===== src/rtl/tx_prbs_word_gen_pkg.sv =====
// tx_prbs_word_gen_pkg: shared modes, FSM states, default widths and counter helper for the PRBS generator
package tx_prbs_pack;
   localparam int N_PRBS_DEF = 32;
   localparam int N_WAYS_DEF = 16;
   localparam int CNT_W = 32;
   typedef enum logic [1:0] {MODE_LOAD = 2'd0, MODE_RUN = 2'd1, MODE_PAUSE = 2'd2, MODE_PAUSE_RSV = 2'd3} mode_t;
   typedef enum logic [1:0] {ST_IDLE, ST_FILL, ST_RUN, ST_PAUSE} fsm_t;
   function automatic logic [CNT_W-1:0] sat_inc(input logic [CNT_W-1:0] v, input logic en);
      return (en && v != '1) ? v + CNT_W'(1) : v;
   endfunction
endpackage


===== src/rtl/tx_prbs_word_gen_step.sv =====
// prbs_par_step: n_ways unrolled serial LFSR steps producing one word and the advanced state
module prbs_par_step #(
   parameter int n_prbs = 32,
   parameter int n_ways = 16
) (
   input  logic [n_prbs-1:0] state,
   input  logic [n_prbs-1:0] eqn,
   output logic [n_ways-1:0] word,
   output logic [n_prbs-1:0] next_state
);
   logic [n_prbs-1:0] s;
   always_comb begin
      s = state;
      word = '0;
      for (int i = 0; i < n_ways; i++) begin
         word[i] = ^(s & eqn);
         s = {s[n_prbs-2:0], word[i]};
      end
      next_state = s;
   end
endmodule


===== src/rtl/tx_prbs_word_gen.sv =====
// tx_prbs_word_gen: handshaked parallel PRBS word source with periodic bit-0 error injection
module tx_prbs_word_gen
   import tx_prbs_pack::*;
#(
   parameter int n_prbs = N_PRBS_DEF,
   parameter int n_ways = N_WAYS_DEF
) (
   input  logic              clk,
   input  logic              rst,
   input  logic [1:0]        mode,
   input  logic [n_prbs-1:0] prbs_eqn,
   input  logic [n_prbs-1:0] prbs_init,
   input  logic [15:0]       inj_err_period,
   output logic [n_ways-1:0] out_data,
   output logic              out_valid,
   input  logic              out_ready,
   output logic [CNT_W-1:0]  word_cnt,
   output logic [CNT_W-1:0]  err_cnt
);
   fsm_t st;
   logic [n_prbs-1:0] state, step_state;
   logic [n_ways-1:0] step_word;
   logic [15:0] inj_cnt;
   logic [16:0] inj_nxt;
   logic out_err, run, hs, gen, wrap;
   prbs_par_step #(.n_prbs(n_prbs), .n_ways(n_ways)) u_step (
      .state(state),
      .eqn(prbs_eqn),
      .word(step_word),
      .next_state(step_state)
   );
   assign run = mode == MODE_RUN;
   assign hs = st == ST_RUN && out_valid && out_ready;
   assign gen = (st == ST_FILL && run) || hs;
   assign inj_nxt = {1'b0, inj_cnt} + 17'd1;
   assign wrap = |inj_err_period && inj_nxt >= {1'b0, inj_err_period};
   always_ff @(posedge clk) begin
      if (rst) begin
         st <= ST_IDLE;
         state <= n_prbs'(1);
         out_data <= '0;
         out_valid <= 1'b0;
         word_cnt <= '0;
         err_cnt <= '0;
         inj_cnt <= '0;
         out_err <= 1'b0;
      end else begin
         word_cnt <= sat_inc(word_cnt, hs);
         err_cnt <= sat_inc(err_cnt, hs && out_err);
         if (mode == MODE_LOAD) begin
            st <= ST_IDLE;
            state <= |prbs_init ? prbs_init : n_prbs'(1);
            out_data <= '0;
            out_valid <= 1'b0;
            inj_cnt <= '0;
            out_err <= 1'b0;
            // a handshake in the LOAD cycle is still counted; the next LOAD cycle clears it
            if (!hs) begin
               word_cnt <= '0;
               err_cnt <= '0;
            end
         end else begin
            if (gen) begin
               state <= step_state;
               out_data <= step_word ^ n_ways'(wrap);
               out_err <= wrap;
               inj_cnt <= wrap ? '0 : inj_nxt[15:0];
            end
            out_valid <= run && st != ST_IDLE;
            st <= st == ST_IDLE ? (run ? ST_FILL : ST_IDLE) :
                  st == ST_FILL ? (run ? ST_RUN : ST_IDLE) :
                  run ? ST_RUN : ST_PAUSE;
         end
      end
   end
endmodule


===== config.mk =====
export PLATFORM = sky130hd
export DESIGN_NAME = tx_prbs_word_gen
export DESIGN_NICKNAME = d
export VERILOG_FILES = /design/src/rtl/tx_prbs_word_gen_pkg.sv /design/src/rtl/tx_prbs_word_gen_step.sv /design/src/rtl/tx_prbs_word_gen.sv
export SDC_FILE = /design/constraint.sdc
export NUM_CORES = 1
export LEC_CHECK = 0
export ABC_AREA = 1
export ABC_CLOCK_PERIOD_IN_PS = 5900
export BUFFER_PORTS_ARGS = -buffer_cell sky130_fd_sc_hd__buf_4
export CORE_MARGIN = 5
export CORE_UTILIZATION = 37
export CTS_CLUSTER_DIAMETER = 80
export CTS_CLUSTER_SIZE = 28
export DETAILED_ROUTE_END_ITERATION = 7
export PLACE_DENSITY = 0.54
export SLEW_MARGIN = 20
export SYNTH_ARGS = -nofsm -noshare
export SYNTH_HDL_FRONTEND = slang
export SYNTH_SLANG_ARGS = --single-unit

===== constraint.sdc =====
create_clock -name clk -period 5.9 [get_ports clk]
set_input_delay 0.295 -clock clk [delete_from_list [all_inputs] [get_ports clk]]
set_output_delay 0.295 -clock clk [all_outputs]
set_load 0.01 [all_outputs]

==> results of run 1 <==
==> cells in the mapped netlist, types with 2 or more instances <==
| library cell | n |
|---|---|
| nand4_2 | 2 |
| and3_1 | 2 |
| nand3_1 | 94 |
| dfxtp_1 | 132 |
| xnor2_1 | 272 |
| inv_2 | 39 |
| dlygate4sd1_1 | 2 |
| buf_6 | 21 |
| nand2_2 | 58 |
| nand4_1 | 29 |
| o21bai_1 | 2 |
| xor2_1 | 127 |
| o21ai_1 | 2 |
| buf_2 | 14 |
| ha_1 | 19 |
| buf_4 | 46 |
| a211oi_1 | 4 |
| nand3_2 | 8 |
| o32ai_1 | 6 |
| clkbuf_1 | 49 |
| nor4_1 | 22 |
| nand2_1 | 1045 |
| nor2_1 | 113 |
| a21oi_1 | 83 |
| nand2_4 | 13 |
| o21a_1 | 6 |
| nand3b_1 | 13 |
| nor2_2 | 8 |
| a31oi_1 | 8 |
| clkbuf_8 | 3 |
| nor3_1 | 32 |
| inv_1 | 208 |
| o21ai_0 | 72 |
| clkinv_1 | 6 |
| nor2_4 | 2 |
| clkinv_4 | 2 |
==> logic make-up after synthesis <==
group           Yosys count  share of synthesized area (%)
simple gates           1446                           39.8
xor+xnor                399                           22.6
buf+inv                 393                           12.2
compound gates          190                           6.70
flops                   132                           17.1
fa+ha+maj                19                           1.54
==> worst max-delay path by stage <==
stage | start | endpoint
2_1_floorplan | prbs_eqn[16] | state[0]
6_report | state[23] | state[0]
4_1_cts | state[12] | state[0]
3_3_place_gp | state[18] | state[0]
3_5_place_dp | state[18] | state[0]
5_1_grt | state[5] | state[0]
==> stage by stage <==
step	util, %	instance area [um2]
floorplan	-	15500
global placement	43.1	17700
detailed placement	43.1	17700
CTS	45.5	18700
global route	46.9	19300
finish	46.9	19300
==> sequential cells by signal, summed over array words and instances, names as in the netlist <==
signal and flops:
err_cnt 32, out_err 1, inj_cnt 16, out_valid 1, out_data 16, st 2
state 32, word_cnt 32
==> placed cells by master, fill, tap and decap left out, drive strengths merged, types with 22 or more instances in the layout <==
cell,n
a21oi,83
buf,321
dfxtp,132
inv,255
nand2,1117
nand3,103
nand4,31
nor2,123
nor3,32
nor4,22
o21ai,75
xnor2,272
xor2,127
==> metal layers <==
metal	GRT usage (%)	vias up	wire, um
li1	-	8336	-
met1	29.0	7451	23400
met2	36.1	417	24400
met3	3.83	86	2980
met4	7.28	0	1660
met5	0	-	0
==> final cells by class <==
type	count	area share, %
Clock buffer	19	2.35
Tap cell	532	3.45
Timing Repair Buffer	321	13.5
Multi-Input combinational cell	2055	60.9
Clock inverter	12	0.610
Inverter	256	5.05
Sequential cell	132	14.1
Antenna cell	3	0.0389
==> repair_timing <==
item / in CTS / in global routing
setup buffers: 10 / 5
pin swaps: 39 / 83
gates cloned: 1 / 0
gates resized for setup: 123 / 167
endpoints found under the setup margin: 6 / 8
==> metrics.txt, run 1 <==
Main synth FF type=dfxtp_1; Area contributors post-synth=nand2_1 (25%), dfxtp_1 (17%), xnor2_1 (15%), xor2_1 (7.2%), inv_1 (5.1%); Area Growth Syn to Fin=24.9%; final-report hold violation count=0; CP top delay family=simple AND/OR/NAND/NOR gates; Setup WS post-layout=-402 ps; synthesized cell area=0.0155 mm2; Initial Util=37.6%; hold path depth=2; Die Span Y=214 um; routed wire length=52400 um; vias in the first global route=15428; RSZ-0062 raised after global routing=true; required time of the worst setup path=6220 ps; Port Buffers=165; Critical path buffers and inverters=7; critical setup path kind=reg -> reg; yosys warns=0; violations in the final reports=setup timing; Final min period=6300 ps; Core Area=0.0411 mm2; post-place setup slack=-463 ps; area share of the largest cell type after synthesis=25.4%; hold_buf cts=0; multi-input gate area in the final layout=0.0118 mm2; largest net degree at the start of global routing=49; Worst R2R End=state[0]; max_slew headroom=28.9%; num rows=74; CP Capture Type=register; Seq cells post-synth=132; max-cap check violation count=0; Synth area leader=nand2_1; Worst Path Max Fanout=6; TritonCTS clock tree=done; hold_sp=rst; Arr. time, crit path=6620 ps; global placement routability congestion=0.876; DR WL/cell=15.7 um; Mapped Nets=2683; Finished Layout Cells=3330; Hold EP=out_valid; Worst Skew=27.5 ps; CP max-delay cell=dfxtp_2; initial antenna violation count=3; Num CTS Buffers=17; Tot GR Track Use=21.9%; Tcrit/Tclk final=107%; R2R Setup Slk=-400 ps; drt pass-1 iters=5; hold_ws=92.7 ps; Clock Path Buffers=2; clock-pin slew on the worst setup and hold paths=70 ps; Post-Route Setup TNS=-996 ps; DPL Wire Length=40700 um; crit-path most repeated cell=nand2_2; Avg Cell Area, Syn=5.99 um2; H-tree Lvls=4; Setup-failing EPs final=4; dpl cells=3282; clk root buf=clkbuf_16; CP max stage delay=340 ps; first-pass GRT wire length=82800 um; async set-reset flop share out of synthesis=0%; # nets final=2887; fill count=4343; cell count after synthesis=2579; worst hold path type=in -> reg; Levels on crit path=58; initial drt markers=1194; path depth of the worst reg2reg path=58; post-synthesis sequential area ratio=17.1%; # clock sinks=132; Die W=214 um; worst-margin pin slew=1070 ps; Max Clock Freq=159 MHz; RR Startpoint=state[23]; flip-flop and latch area=0.00272 mm2; die area=0.0460 mm2; status=finished with violations; EDFF count, synth=0; layout cells sized above 1=25.1%; via count=16290; Synth cell types=51; DRC viols=0; grt total ovfl=0; Detail Route Antenna Nets=0; Slew Viols, Final=0; critical path startpoint category=register; I/O pin count=166; clk_lat worst skew=450 ps; Vias/cell=4.89
Power of run 1 is not shown: default switching activity piles up to over one toggle a cycle in this logic, so the estimate is an artifact.
==> run 2, diff against run 1 <==
--- a/config.mk
+++ b/config.mk
@@ -5,7 +5,6 @@
 export SDC_FILE = /design/constraint.sdc
 export NUM_CORES = 1
 export LEC_CHECK = 0
-export ABC_AREA = 1
 export ABC_CLOCK_PERIOD_IN_PS = 5900
 export BUFFER_PORTS_ARGS = -buffer_cell sky130_fd_sc_hd__buf_4
 export CORE_MARGIN = 5
@@ -13,7 +12,7 @@
 export CTS_CLUSTER_DIAMETER = 80
 export CTS_CLUSTER_SIZE = 28
 export DETAILED_ROUTE_END_ITERATION = 7
-export PLACE_DENSITY = 0.54
+export PLACE_DENSITY = 0.55
 export SLEW_MARGIN = 20
 export SYNTH_ARGS = -nofsm -noshare
 export SYNTH_HDL_FRONTEND = slang
==> metrics.txt, run 2 <==
EDFF count, synth=0 (unchanged); Main synth FF type=dfxtp_1; Detail Route Antenna Nets=0 (unchanged); vias in the first global route=15301 (-0.82%); synthesized cell area=0.0145 mm2 (-5.9%); Final min period=6960 ps (+659 ps); fill count=3876 (-11%); Slew Viols, Final=0 (unchanged); Port Buffers=165 (unchanged); hold_sp=prbs_init[3]; Clock Path Buffers=2 (unchanged); yosys warns=0 (unchanged); die area=0.0434 mm2 (-5.6%); via count=15664 (-3.8%); Largest regs=err_cnt (32), state (32), word_cnt (32); Seq cells post-synth=132 (unchanged); Initial Util=37.6% (about the same); drt pass-1 iters=7 (+2); met3 wire len=6470 um (+120%); DPL Wire Length=42900 um (+5.2%); initial drt markers=1316 (+10%); violations in the final reports=setup timing; Core Area=0.0387 mm2 (-5.8%); # clock sinks=132 (unchanged); max_slew headroom=34.2% (+5.4 points); critical path startpoint category=register; largest net degree at the start of global routing=65 (+33%); final-report hold violation count=0 (unchanged); Top Metal Used=met4; max-cap check violation count=0 (unchanged); first-pass GRT wire length=88600 um (+7.0%); Tcrit/Tclk final=118% (+11 points); Setup-failing EPs final=10 (+6); CP startpoint=state[1]; async set-reset flop share out of synthesis=0% (unchanged); Tot GR Track Use=25.5% (+3.6 points); num rows=72 (-2.7%); TritonCTS clock tree=done; routed wire length=57400 um (+9.4%); DRT met1 WL=24300 um (+3.9%); grt total ovfl=0 (unchanged); initial antenna violation count=2 (-1); clk_lat worst skew=460 ps (about the same); required time of the worst setup path=6230 ps (about the same); post-place setup slack=-1250 ps (-785 ps); H-tree Lvls=4 (unchanged); Die Span Y=208 um (-2.8%); Worst Skew=24.1 ps (-3.49 ps); Post-synth top cells=nand2_1 (570), xnor2_1 (371), nor2_1 (175); clock-pin slew on the worst setup and hold paths=90 ps (+20 ps); crit-path most repeated cell=xnor3_1; worst-margin pin slew=986 ps (-80.3 ps); most frequent cells in the layout=nand2_1 (566), buf_4 (424), xnor2_1 (357); layout cells sized above 1=23.4% (-1.7 points); cell with the most instances after synthesis=nand2_1; Area Growth Syn to Fin=29.9%; CP max stage delay=430 ps (+90 ps); # nets final=2499 (-13%); Setup WS post-layout=-1060 ps (-659 ps); clk root buf=clkbuf_16; Area contributors post-synth=xnor2_1 (22%), dfxtp_1 (18%), nand2_1 (15%), xor2_1 (9.0%), nor2_1 (4.5%); critical setup path kind=reg -> reg; Worst Path Max Fanout=6 (unchanged); Synth cell types=79 (+55%); Vias/cell=5.35 (+9.4%); Mapped Nets=2219 (-17%); DRC viols=0 (unchanged); global placement routability congestion=0.967 (+10%); commonest non-fill, non-tap cell in the layout=nand2_1; CP max-delay cell=xnor3_1; Num CTS Buffers=17 (unchanged); Avg Cell Area, Syn=6.88 um2 (+15%); Die W=208 um (-2.8%); I/O pin count=166 (unchanged); cell count after synthesis=2115 (-18%); RSZ-0062 raised after global routing=true; DR WL/cell=19.6 um (+24%); worst hold path type=in -> reg; DR WL met2=24800 um (+1.5%); status=finished with violations; CP Capture Type=register; area share of the largest cell type after synthesis=22.3% (-3.0 points); hold_buf cts=0 (unchanged); RR Startpoint=state[1]; Arr. time, crit path=7290 ps (+670 ps); Max Clock Freq=144 MHz (-9.5%); post-synthesis sequential area ratio=18.2% (+1.1 points); Synth area leader=xnor2_1
-- run 2: logic make-up after synthesis --
| kind of cell | Yosys count | synth area share, % |
|---|---|---|
| multiplexers | 6 | 0.421 |
| buffers and inverters | 204 | 5.53 |
| AO/OA/AOI/OAI | 288 | 13.1 |
| XOR/XNOR | 543 | 34.5 |
| adder cells (fa/ha/maj) | 19 | 1.63 |
| flip-flops | 132 | 18.2 |
| AND/OR/NAND/NOR | 923 | 26.7 |
-- run 2: timing repair --
item                       CTS  global route
gates resized for setup     37            27
setup endpoints to repair   12            14
setup buffers               13            10
pin swaps                   20            18
-- run 2: critical path, delay by kind of cell, from the launching register on --
| family | cells | cell delay [ps] |
|---|---|---|
| xor+xnor | 10 | 2550 |
| compound gates | 11 | 2270 |
| simple gates | 8 | 1230 |
| buf+inv | 3 | 390 |
| flops | 1 | 370 |
-- run 2: per-stage QoR --
stage	setup TNS, ps	utilization, %	instance area [um2]	std cells	hold slack, ps
after floorplan	-3220	-	14800	2115	431
after global placement	-7980	46.1	17900	2873	457
after detailed placement	-9040	46.1	17900	2873	467
after CTS	-6190	48.2	18700	2917	71.2
after global routing	-11290	48.8	18900	2926	92.9
final	-7140	48.8	18900	2928	91.9
-- run 2: final timing paths --
| check | end | slack (ps) | cells after the start |
|---|---|---|---|
| setup reg to reg | state[0] | -1060 | 32 |
| hold / removal | state[3] | 90 | 3 |
| hold reg to reg | inj_cnt[1] | 470 | 2 |
| setup / recovery | state[0] | -1060 | 32 |
-- run 2: area by class of cell --
cell class / instances / area (um2) / share of cell area (%)
tap: 518 / 648 / 3.43
clock inverter: 15 / 160 / 0.847
inverter: 26 / 97.6 / 0.516
sequential: 132 / 2660 / 14.0
clock buffer: 17 / 425 / 2.25
multi-input combinational: 1779 / 11500 / 60.9
antenna: 2 / 5.00 / 0.0265
timing repair buffer: 439 / 3400 / 18.0
-- run 2: per-layer routing --
layer  track usage [%]  vias to the layer above
met5                 0                        -
met4              8.58                        0
met3              7.73                      126
met2              38.9                      734
met1              34.5                     7371
li1                  -                     7433
Power of run 2 is left out for the same reason.
